### src/rtl/ram256_read_streamer_if.sv
// Bundle of the streamer's control, RAM read-port and output-stream signals.
// master = the streamer itself, slave = the surrounding logic that drives it.
interface ram256_read_streamer_if #(
   parameter int A_WIDTH = 8,
   parameter int D_WIDTH = 32
);
   logic               start;
   logic [A_WIDTH-1:0] base_addr;
   logic [A_WIDTH:0]   length;
   logic               busy;
   logic               done;
   logic               ram_en;
   logic [A_WIDTH-1:0] ram_addr;
   logic [D_WIDTH-1:0] ram_dout;
   logic               out_valid;
   logic               out_ready;
   logic [D_WIDTH-1:0] out_data;
   logic               out_last;

   modport master (
      input  start, base_addr, length, ram_dout, out_ready,
      output busy, done, ram_en, ram_addr, out_valid, out_data, out_last
   );

   modport slave (
      output start, base_addr, length, ram_dout, out_ready,
      input  busy, done, ram_en, ram_addr, out_valid, out_data, out_last
   );
endinterface

### src/rtl/ram256_read_streamer.sv
// Burst read sequencer for the scratch RAM read port: issues sequential reads,
// absorbs the one-cycle read latency and streams words through a 2-entry skid FIFO.
module ram256_read_streamer #(
   parameter int A_WIDTH = 8,
   parameter int D_WIDTH = 32
) (
   input logic                    CLK,
   input logic                    RST,
   ram256_read_streamer_if.master bus
);
   localparam int             DEPTH   = 1 << A_WIDTH;
   localparam logic [A_WIDTH:0] MAX_LEN = DEPTH[A_WIDTH:0];
   localparam logic [A_WIDTH:0] ONE     = 1;

   typedef enum logic [1:0] {IDLE, RUN, DRAIN} state_t;

   state_t             state;
   logic [A_WIDTH-1:0] base_q;
   logic [A_WIDTH:0]   len_q;
   logic [A_WIDTH:0]   issued;
   logic [A_WIDTH:0]   captured;
   logic               inflight;
   logic               zero_done;

   logic [D_WIDTH-1:0] fifo_data [2];
   logic               fifo_last [2];
   logic               wptr, rptr;
   logic [1:0]         occ;

   logic [A_WIDTH:0]   len_clamped;
   logic               pop, push, push_last, issue;
   logic [2:0]         used;

   assign len_clamped = (bus.length > MAX_LEN) ? MAX_LEN : bus.length;
   assign pop         = bus.out_valid && bus.out_ready;
   assign push        = inflight;
   assign push_last   = (captured == len_q - ONE);

   // Words already committed (queued or arriving next cycle) must leave room,
   // counting the slot freed by a pop in this same cycle.
   assign used  = {1'b0, occ} + {2'b00, inflight};
   assign issue = (state == RUN) && (issued < len_q) && (used < (3'd2 + {2'b00, pop}));

   assign bus.ram_en    = issue;
   assign bus.ram_addr  = base_q + issued[A_WIDTH-1:0];
   assign bus.out_valid = (occ != 2'd0);
   assign bus.out_data  = fifo_data[rptr];
   assign bus.out_last  = fifo_last[rptr];
   assign bus.busy      = (state != IDLE) || zero_done;
   assign bus.done      = zero_done || ((state == DRAIN) && pop && bus.out_last);

   always_ff @(posedge CLK) begin
      if (RST) begin
         state     <= IDLE;
         base_q    <= '0;
         len_q     <= '0;
         issued    <= '0;
         captured  <= '0;
         inflight  <= 1'b0;
         zero_done <= 1'b0;
         wptr      <= 1'b0;
         rptr      <= 1'b0;
         occ       <= 2'd0;
         for (int i = 0; i < 2; i++) begin
            fifo_data[i] <= '0;
            fifo_last[i] <= 1'b0;
         end
      end else begin
         inflight  <= issue;
         zero_done <= 1'b0;

         if (push) begin
            fifo_data[wptr] <= bus.ram_dout;
            fifo_last[wptr] <= push_last;
            wptr            <= ~wptr;
            captured        <= captured + ONE;
         end
         if (pop)
            rptr <= ~rptr;
         occ <= occ + {1'b0, push} - {1'b0, pop};

         case (state)
            IDLE: begin
               if (bus.start) begin
                  if (len_clamped == '0) begin
                     zero_done <= 1'b1;
                  end else begin
                     base_q   <= bus.base_addr;
                     len_q    <= len_clamped;
                     issued   <= '0;
                     captured <= '0;
                     state    <= RUN;
                  end
               end
            end
            RUN: begin
               if (issue) begin
                  issued <= issued + ONE;
                  if (issued + ONE == len_q)
                     state <= DRAIN;
               end
            end
            DRAIN: begin
               if (pop && bus.out_last)
                  state <= IDLE;
            end
            default: state <= IDLE;
         endcase
      end
   end
endmodule

### src/flat_wrapper.sv
// flat-port wrapper written by rule: the top's interface ports become plain ports
module ram256_read_streamer_flat 
#(
   parameter int A_WIDTH = 8,
   parameter int D_WIDTH = 32
)
  (CLK, RST, bus_start, bus_base_addr, bus_length, bus_ram_dout, bus_out_ready, bus_busy, bus_done, bus_ram_en, bus_ram_addr, bus_out_valid, bus_out_data, bus_out_last);
  ram256_read_streamer_if #(.A_WIDTH(A_WIDTH), .D_WIDTH(D_WIDTH)) bus_i ();
  input logic CLK;
  input logic RST;
  input wire logic [$bits(bus_i.start)-1:0] bus_start;
  input wire logic [$bits(bus_i.base_addr)-1:0] bus_base_addr;
  input wire logic [$bits(bus_i.length)-1:0] bus_length;
  input wire logic [$bits(bus_i.ram_dout)-1:0] bus_ram_dout;
  input wire logic [$bits(bus_i.out_ready)-1:0] bus_out_ready;
  output wire logic [$bits(bus_i.busy)-1:0] bus_busy;
  output wire logic [$bits(bus_i.done)-1:0] bus_done;
  output wire logic [$bits(bus_i.ram_en)-1:0] bus_ram_en;
  output wire logic [$bits(bus_i.ram_addr)-1:0] bus_ram_addr;
  output wire logic [$bits(bus_i.out_valid)-1:0] bus_out_valid;
  output wire logic [$bits(bus_i.out_data)-1:0] bus_out_data;
  output wire logic [$bits(bus_i.out_last)-1:0] bus_out_last;
  assign bus_i.start = bus_start;
  assign bus_i.base_addr = bus_base_addr;
  assign bus_i.length = bus_length;
  assign bus_i.ram_dout = bus_ram_dout;
  assign bus_i.out_ready = bus_out_ready;
  assign bus_busy = bus_i.busy;
  assign bus_done = bus_i.done;
  assign bus_ram_en = bus_i.ram_en;
  assign bus_ram_addr = bus_i.ram_addr;
  assign bus_out_valid = bus_i.out_valid;
  assign bus_out_data = bus_i.out_data;
  assign bus_out_last = bus_i.out_last;
  ram256_read_streamer #(.A_WIDTH(A_WIDTH), .D_WIDTH(D_WIDTH)) u_core (.CLK(CLK), .RST(RST), .bus(bus_i));
endmodule
### config.mk
export PLATFORM = sky130hd
export DESIGN_NAME = ram256_read_streamer_flat
export DESIGN_NICKNAME = d
export VERILOG_FILES = /design/src/rtl/ram256_read_streamer_if.sv /design/src/rtl/ram256_read_streamer.sv /design/src/flat_wrapper.sv
export SDC_FILE = /design/constraint.sdc
export NUM_CORES = 1
export LEC_CHECK = 0
export BUFFER_PORTS_ARGS = -buffer_cell sky130_fd_sc_hd__buf_2
export CAP_MARGIN = 20
export CORE_MARGIN = 2
export CORE_UTILIZATION = 48
export DETAILED_ROUTE_END_ITERATION = 8
export PLACE_DENSITY = 0.73
export SLEW_MARGIN = 15
export SYNTH_ARGS = -nofsm -noshare
export SYNTH_HDL_FRONTEND = slang
export SYNTH_SLANG_ARGS = --single-unit
### constraint.sdc
create_clock -name CLK -period 3.5 [get_ports CLK]
set_input_delay 0.35 -clock CLK [delete_from_list [all_inputs] [get_ports CLK]]
set_output_delay 0.35 -clock CLK [all_outputs]
set_load 0.01 [all_outputs]
# == Yosys cells after proc, flatten, opt, wreduce, memory -nomap -nowiden ==
# Memories as Yosys holds them, arrays and structs flattened. A register that Yosys moved wholly into a read port is not among the register bits.
# Cells that the tools add are included.
# word_totals
output_inout_bits,45
elab_cells,87
regBits,43
mem_bits_rw,66
inputBits,53
memories,2
# mem_list
memory,words,word_bits,rd,rd_ports_with_merged_regs,write_ports,line,text
u_core.fifo_data,2,32,1,1,2,ram256_read_streamer.sv:25,logic [D_WIDTH-1:0] fifo_data [2];
u_core.fifo_last,2,1,1,1,2,ram256_read_streamer.sv:26,logic fifo_last [2];
# op_classes
n_mux,31
n_reduce_logical,19
n_lt_le_gt_ge,3
n_bitwise,5
n_eq_ne,9
addsub,8
# ops
cell,count
9-bit 2-to-1 mux,8
32-bit 2-to-1 mux,1
32-bit OR reduction,1
"9-bit by 1-bit adder with 9-bit output, second input constant",2
9-bit equality test,2
9-bit case mux with 2 select lines,1
1-bit 2-to-1 mux,15
2-bit 2-to-1 mux,5
"2-bit != test, second input constant",5
"9-bit > comparator, second input constant",1
9-bit zero test,1
9-bit < comparator,1
"9-bit by 1-bit subtractor with 9-bit output, second input constant",1
8-bit adder,1
1-bit logical AND,6
2-bit case mux with 3 select lines,1
2-bit nonzero test,3
1-bit NOT,5
5-bit AND reduction,1
4-bit AND reduction,1
2-bit by 1-bit adder with 3-bit output,1
"2-bit by 1-bit adder with 3-bit output, first input constant",1
3-bit < comparator,1
3-bit AND reduction,1
other kinds (8),9

# == Longest topological paths before layout ==
# Gate-level depths: netlist of the first run.
# logic_depth
depth_word,7
mapped_depth,12
mapped_depth_nobuf,9

# == Worst setup path after synthesis of the first run ==
# OpenSTA, ideal clock, no wires.
# synth_timing
path_type,register to register
startpoint,register u_core.inflight
endpoint,memory u_core.fifo_data[0][0] (enable)
path_stages_with_launch,4
t_arrival_ns,3.120
n_path_buf,1
setup_slack_ns,-0.089
required_ns,3.031
setup_time_ns,0.469
period_less_slack_ns,3.589
cell_sequence,dfxtp_1 -> clkbuf_1 -> inv_1 -> o21ai_0
# synth_lines
item,line,text
start: declaration,ram256_read_streamer.sv:22,logic inflight;
start signal: assignment,ram256_read_streamer.sv:69,inflight <= issue;
end: declaration,ram256_read_streamer.sv:25,

# == Final worst setup path of the first run ==
# layout_timing
startpoint,register u_core.len_q[1]
endpoint,output port bus_ram_en
# layout_via
elab_chain_cells,3
# layout_lines
item,line,text
start: declaration,ram256_read_streamer.sv:19,logic [A_WIDTH:0] len_q;
start signal: assignment,ram256_read_streamer.sv:89,len_q <= len_clamped;
9-bit < comparator,ram256_read_streamer.sv:42,"assign issue = (state == RUN) && (issued < len_q) && (used < (3'd2 + {2'b00, pop}));"
1-bit logical AND (2 in series),ram256_read_streamer.sv:42,
end: declaration,flat_wrapper.sv:18,output wire logic [$bits(bus_i.ram_en)-1:0] bus_ram_en;
# Every way passes these cells.

==> results of run 1 <==
sequential cells by signal, indices dropped and copies added, names as in the netlist, 2 cells and up, named ones only:
register          cells
u_core.fifo_data     64
u_core.captured       9
u_core.issued         9
u_core.len_q          9
u_core.base_q         8
u_core.fifo_last      2
u_core.occ            2
u_core.state          2
worst max-delay path by stage:
stage	depth (start not counted)	endpoint	slack, ns
floorplan	3	u_core.fifo_data[0][0]$_SDFFCE_PN0P_	-0.09
global placement	8	bus_ram_en	1.03
detailed placement	8	bus_ram_en	0.96
CTS	8	bus_ram_en	0.57
global route	8	bus_ram_en	0.34
finish	8	bus_ram_en	0.58
worst max-delay path, delay by kind of cell, from the launching register on:
family	cells	cell delay (ns)
adder cells (fa/ha/maj)	1	0.27
buffers and inverters	3	0.64
AND/OR/NAND/NOR	2	0.55
flip-flops	1	0.38
AO/OA/AOI/OAI	2	0.37
synth_stat cells (all sizes together), types with 15 or more instances:
library cell / instances
nor2: 33
xnor2: 24
nand2: 24
nand3: 18
and2: 65
dfxtp: 44
clkbuf: 19
ha: 23
edfxtp: 66
mux2: 34
inv: 23
xor2: 15
kinds of logic after synthesis:
kind of cell / count (synthesis) / synth area share
adder cells (fa/ha/maj): 24 / 0.05445
AND/OR/NAND/NOR: 195 / 0.1932
AO/OA/AOI/OAI: 54 / 0.06640
multiplexers: 43 / 0.08367
flip-flops: 110 / 0.5064
XOR/XNOR: 39 / 0.06175
buffers and inverters: 48 / 0.03409
area by class of cell:
class                   count  area [um2]  share of cell area
flip-flops and latches    110        2863              0.4332
multi-input cells         355        2615              0.3957
repair buffers            104       538.0             0.08141
clock buffers               9       225.2             0.03408
well taps                 143       178.9             0.02707
clock inverters             7       102.6             0.01552
inverters                  23       86.33             0.01306
metrics by stage:
| step | TNS [ns] | total power (W) | area [um2] | hold WS [ns] |
|---|---|---|---|---|
| 2_1_floorplan | -5.862 | 0.001922 | 5653 | 0.4586 |
| 3_3_place_gp | 0 | 0.002114 | 6281 | 0.4837 |
| 3_5_place_dp | 0 | 0.002131 | 6281 | 0.4964 |
| 4_1_cts | 0 | 0.003261 | 6609 | 0.2087 |
| 5_1_grt | 0 | 0.003361 | 6609 | 0.2245 |
| 6_report | 0 | 0.003220 | 6609 | 0.2175 |
where the power goes:
| part | internal (W) | switching (W) | leakage (nW) |
|---|---|---|---|
| registers | 0.00145 | 0.0000471 | 1.04 |
| clock network | 0.000636 | 0.000485 | 0.157 |
| logic | 0.000280 | 0.000321 | 1.55 |
layer usage:
| layer | share of wire | GRT usage | vias up |
|---|---|---|---|
| li1 | - | - | 1986 |
| met1 | 0.45 | 0.2505 | 1941 |
| met2 | 0.48 | 0.3353 | 98 |
| met3 | 0.053 | 0.04104 | 18 |
| met4 | 0.021 | 0.07805 | 0 |
| met5 | 0 | 0 | - |
==> results.ini, run 1 <==
[synthesis]
synth_largest_area_cell = sky130_fd_sc_hd__edfxtp_1
synth.ff_latch_count = 110
syn_inst = 513
postSynthAreaPerCell_um2 = 11.02
postSynthNetCount = 590
synth-edff-count = 66
syn-cell-area_um2 = 5653
synth_flop_type = sky130_fd_sc_hd__edfxtp_1
yosysSeqAreaShare = 0.5064
syn_warnings = 0
post_synth_num_cell_types = 60
top_area_cells_in_the_synthesized_netlist = sky130_fd_sc_hd__edfxtp_1 (35%), sky130_fd_sc_hd__dfxtp_1 (16%), sky130_fd_sc_hd__and2_1 (7.1%)
top_cell_type_s_share_of_synthesized_area = 0.3506
asyncSetResetFlopFracSynth = 0

[finish]
final-instance-count-excl-fill = 751
post-route-util = 0.5763
layout.cells.most_common = sky130_fd_sc_hd__buf_2
n_fill_cell = 940
syn_to_final_growth_pct = 16.91
drive_above_1_share = 0.2780
most_frequent_cells_in_the_layout = sky130_fd_sc_hd__buf_2 (97), sky130_fd_sc_hd__edfxtp_1 (66), sky130_fd_sc_hd__and2_1 (64)
nets = 680
n_antenna_cell = 0

[timing]
finalMaxSlewViolations = 0
timing_hold_violations_final = 0
post-route-worst-setup-slack_ns = 0.5809
finalWorstPathRequiredPeriod_ns = 2.919
ratio_of_final_minimum_period_to_clock_period = 0.8340
timing.clock.skew_ns = 0.01370
slew-limit-headroom = 0.3929
maxClockFrequency_mhz = 342.6
setup_repair_after_global_routing_missed_its_margin = false
worst_pin_slew_ns = 0.9106
setup-violations-final = 0

[die]
floorplan.die_area_um2 = 12660
dieHeight_um = 112.5
initial_core_util = 0.4930
design.portCount = 98
num_rows = 39
die_width_um = 112.5
core_outline_area_um2 = 11470

[critical_path]
crit_start = u_core.len_q[1]$_SDFFE_PP0P_
r2r_slack_ns = 1.08
critPathMaxStageDelay_ns = 0.42
worstSetupEndpointType = output port
critical_path_cell_sequence = inv_1, ha_1, nor2b_1, o31ai_1, a31oi_1, or2_1, inv_1, buf_2
arrival_time_of_the_worst_setup_path_ns = 2.57
most_used_cell_cp = sky130_fd_sc_hd__inv_1
critical_path.slowest_cell = sky130_fd_sc_hd__or2_1
regToRegEndpoint = u_core.fifo_last[1]$_SDFFCE_PN0P_
critPathKind = reg -> out
worst-r2r-cell-count = 8
worstPathMaxFanout = 16
r2r_start = u_core.len_q[0]$_SDFFE_PP0P_
crit_required_ns = 3.15
timing.critical_path.from_type = register

[clock_network]
postCtsSetupRepairBufs = 0
cts_inserted_buffers = 9
cts-root-to-sink-buffers = 2
clk-insertion-delay-late_ns = 0.36
cts.root.buffer_cell = sky130_fd_sc_hd__clkbuf_16
cts_resized = 0
htreeDepth = 3
clk_pin_slew_ns = 0.07
holdBufCountCts = 0
sinks_on_the_clock_net = 110
cts_tree = yes

[min_path]
timing.hold.worst.class = in -> reg
hold_path_depth = 3
min_from = bus_length[1]
whs_endpoint = u_core.len_q[1]$_SDFFE_PP0P_

[run_status]
status = finished, final reports clean

[detailed_routing]
post-route-drc-count = 0
wl_per_cell_um = 15.81
vias = 4043
postRouteWirelength_um = 11880
viasPerCell = 5.383
drtAntennaViolNets = 0
drt_first_iter_violations = 246
drt-pass1-iter-count = 4

[grt]
grt_overflow_total = 0
number_of_antenna_violations_at_the_first_check_in_global_routing = 0
grt_first_pass_wirelength_um = 20050
grt_start_max_net_pins = 34
global_route.usage.total = 0.1985
grt_pass1_vias = 4147

[placement]
count_of_input_and_output_buffers = 97
hpwlAfterDp_um = 8423
post-place-ws_ns = 0.9579
dp_cells = 735
routabilityCongestion = 0.9171

[job]
max-cap-violations = 0

[power_and_ir_drop]
p_leak_nw = 2.750
vdd_ir_drop_max_uv = 403.9
power-per-cell-area_nw_per_um2 = 487.2

(Power assumes the default switching activity.)
==> inputs of run 2 (changes only) <==
==> constraint.sdc (replaced) <==
create_clock -name CLK -period 2.5 [get_ports CLK]
set_input_delay 0.25 -clock CLK [delete_from_list [all_inputs] [get_ports CLK]]
set_output_delay 0.25 -clock CLK [all_outputs]
set_load 0.01 [all_outputs]
==> results.ini, run 2 (same netlist as run 1, synthesis figures left out) <==
[power_and_ir_drop]
clock_network_power_share = 0.335  ; was 0.348
power_frac_comb = 0.200  ; was 0.187
power.share.sequential = 0.466  ; was 0.465
vdd_ir_drop_max_uv = 530.0  ; was 403.9 uV
netSwitchingFraction = 0.2744  ; was 0.2652
power-per-cell-area_nw_per_um2 = 658.9  ; was 487.2 nW/um2
p_int_w = 0.003252  ; was 0.002366 W
p_leak_nw = 2.869  ; was 2.750 nW
switchingPower_w = 0.001230  ; was 0.0008538 W

[timing]
worst_hold_slack_ns = 0.1238  ; was 0.2175 ns
finalMaxSlewViolations = 0  ; unchanged
post-route-worst-setup-slack_ns = 0.07619  ; was 0.5809 ns
maxClockFrequency_mhz = 412.6
setup_repair_after_global_routing_missed_its_margin = false  ; unchanged
totalNegativeSetupSlack_ns = 0  ; unchanged
ratio_of_final_minimum_period_to_clock_period = 0.9695
slew-limit-headroom = 0.6353  ; was 0.3929
timing.clock.skew_ns = 0.006343  ; was 0.01370 ns
finalWorstPathRequiredPeriod_ns = 2.424
timing_hold_violations_final = 0  ; unchanged
setup-violations-final = 0  ; unchanged
worst_pin_slew_ns = 0.5420  ; was 0.9106 ns

[critical_path]
critPathMaxStageDelay_ns = 0.36  ; was 0.42 ns
worst-r2r-cell-count = 8  ; unchanged
timing.critical_path.from_type = register  ; unchanged
cp_num_buf_inv = 2  ; was 3
r2r_start = u_core.len_q[1]$_SDFFE_PP0P_  ; was u_core.len_q[0]$_SDFFE_PP0P_
regToRegEndpoint = u_core.fifo_last[1]$_SDFFCE_PN0P_  ; unchanged
r2r_slack_ns = 0.16  ; was 1.08 ns
worstPathMaxFanout = 5  ; was 16
kind_of_cell_adding_the_most_delay_to_the_critical_path = compound AO/OA/AOI/OAI gates  ; was buffers and inverters
critical_path_cell_sequence = buf_4, ha_1, a21o_1, a21oi_2, o21ai_1, o41ai_2, xnor2_1, buf_2  ; was inv_1, ha_1, nor2b_1, o31ai_1, a31oi_1, or2_1, inv_1, buf_2
critPathKind = reg -> out  ; unchanged
worstSetupEndpointType = output port  ; unchanged
crit_required_ns = 2.25  ; was 3.15 ns
arrival_time_of_the_worst_setup_path_ns = 2.17  ; was 2.57 ns
critical_path.slowest_cell = sky130_fd_sc_hd__dfxtp_4  ; was sky130_fd_sc_hd__or2_1

[min_path]
whs_endpoint = u_core.len_q[1]$_SDFFE_PP0P_  ; unchanged
timing.hold.worst.class = in -> reg  ; unchanged
hold_path_depth = 3  ; unchanged
min_from = bus_length[1]  ; unchanged

[die]
num_rows = 39  ; unchanged
die_width_um = 112.5  ; unchanged
dieHeight_um = 112.5  ; unchanged
initial_core_util = 0.4930  ; unchanged
floorplan.die_area_um2 = 12660  ; unchanged
design.portCount = 98  ; unchanged
core_outline_area_um2 = 11470  ; unchanged

[placement]
hpwlAfterDp_um = 8726  ; was 8423 um
placedInstanceArea_um2 = 6424  ; was 6281 um2
count_of_input_and_output_buffers = 97  ; unchanged
routabilityCongestion = 0.8469  ; was 0.9171
post-place-ws_ns = 0.1335  ; was 0.9579 ns

[finish]
post-route-util = 0.5931  ; was 0.5763
layout.cells.most_common = sky130_fd_sc_hd__buf_2  ; unchanged
largest_register_ff_count = 64  ; unchanged
most_frequent_cells_in_the_layout = sky130_fd_sc_hd__buf_2 (97), sky130_fd_sc_hd__edfxtp_1 (66), sky130_fd_sc_hd__and2_1 (64)  ; unchanged
n_antenna_cell = 0  ; unchanged
syn_to_final_growth_pct = 20.32  ; was 16.91%
nets = 701  ; was 680
final_design_area_no_fill_um2 = 6802  ; was 6609 um2
drive_above_1_share = 0.3243  ; was 0.2780
top_register = u_core.fifo_data  ; unchanged

[clock_network]
holdBufCountCts = 0  ; unchanged
sinks_on_the_clock_net = 110  ; unchanged
cts.root.buffer_cell = sky130_fd_sc_hd__clkbuf_16  ; unchanged
cts-root-to-sink-buffers = 2  ; unchanged
cts_tree = yes  ; unchanged
htreeDepth = 3  ; unchanged
clk-insertion-delay-late_ns = 0.35  ; was 0.36 ns
cts_inserted_buffers = 9  ; unchanged
clk_pin_slew_ns = 0.07  ; about the same

[job]
max-cap-violations = 0  ; unchanged

[grt]
grt_pass1_vias = 4195  ; was 4147
grt_first_pass_wirelength_um = 19660  ; was 20050 um
grt_overflow_total = 0  ; unchanged
number_of_antenna_violations_at_the_first_check_in_global_routing = 0  ; unchanged
global_route.usage.total = 0.1955  ; was 0.1985
grt_start_max_net_pins = 33  ; was 34

[run_status]
status = finished, final reports clean  ; unchanged

[detailed_routing]
drt-pass1-iter-count = 4  ; unchanged
viasPerCell = 5.417  ; was 5.383
vias = 4182  ; was 4043
drtAntennaViolNets = 0  ; unchanged
wl_per_cell_um = 15.70  ; was 15.81 um
drt_first_iter_violations = 364  ; was 246
postRouteWirelength_um = 12120  ; was 11880 um
post-route-drc-count = 0  ; unchanged

## run 2: cell types whose count changed in the layout (fill, tap and decap cells not counted), sizes merged
cell / previous run / this run
clkinv: 1 / 2
buf: 104 / 125
bufinv: 2 / 1
## run 2: worst min-delay path, delay by kind of cell
family | cells | cell delay, ns
simple gates | 1 | 0.04
buf+inv | 1 | 0.09
compound gates | 1 | 0.06
## run 2: worst max-delay path by stage
| stage | slack (ns) | end | startpoint | cells after the start |
|---|---|---|---|---|
| 3_5_place_dp | 0.13 | u_core.fifo_last[1]$_SDFFCE_PN0P_ | u_core.len_q[1]$_SDFFE_PP0P_ | 8 |
| 2_1_floorplan | -0.20 | u_core.fifo_data[1][0]$_SDFFCE_PN0P_ | u_core.inflight$_SDFF_PP0_ | 3 |
| 3_3_place_gp | 0.26 | u_core.fifo_last[0]$_SDFFCE_PN0P_ | u_core.len_q[1]$_SDFFE_PP0P_ | 8 |
| 6_report | 0.08 | bus_ram_addr[7] | u_core.issued[1]$_SDFFE_PP0P_ | 8 |
| 4_1_cts | 0.002 | bus_ram_addr[7] | u_core.issued[1]$_SDFFE_PP0P_ | 8 |
| 5_1_grt | 0.001 | bus_ram_addr[7] | u_core.issued[1]$_SDFFE_PP0P_ | 8 |
## run 2: stage by stage
stage          cells  power (W)
6_report         772   0.004482
5_1_grt          772   0.004661
4_1_cts          770   0.004498
3_5_place_dp     754   0.003011
3_3_place_gp     754   0.002990
2_1_floorplan    513   0.002688
## run 2: routing by layer
metal	global-route usage	wire, um
met1	0.2505	5352
met2	0.3221	5836
met3	0.03456	596
met4	0.09431	336
met5	0	0
## run 2: repair_timing
item	CTS	global route
buffers inserted	0	2
pin swaps	2	2
hold endpoints to repair	0	0
gates resized for setup	7	12
setup endpoints to repair	3	6
## run 2: power by group through the flow
stage | combinational (W) | sequential (W) | clock, W
after CTS | 0.000891 | 0.00209 | 0.00152
after global routing | 0.000980 | 0.00210 | 0.00158
after detailed placement | 0.000881 | 0.00213 | 0
after floorplan | 0.000577 | 0.00211 | 0
final | 0.000895 | 0.00209 | 0.00150
after global placement | 0.000869 | 0.00212 | 0
## run 2: layout make-up
cell class / instances / area, um2
fillers: 954 / 4666
flip-flops and latches: 110 / 2877
multi-input cells: 355 / 2648
repair buffers: 125 / 695.7
clock buffers: 9 / 225.2
well taps: 143 / 178.9
clock inverters: 7 / 88.84
inverters: 23 / 88.84
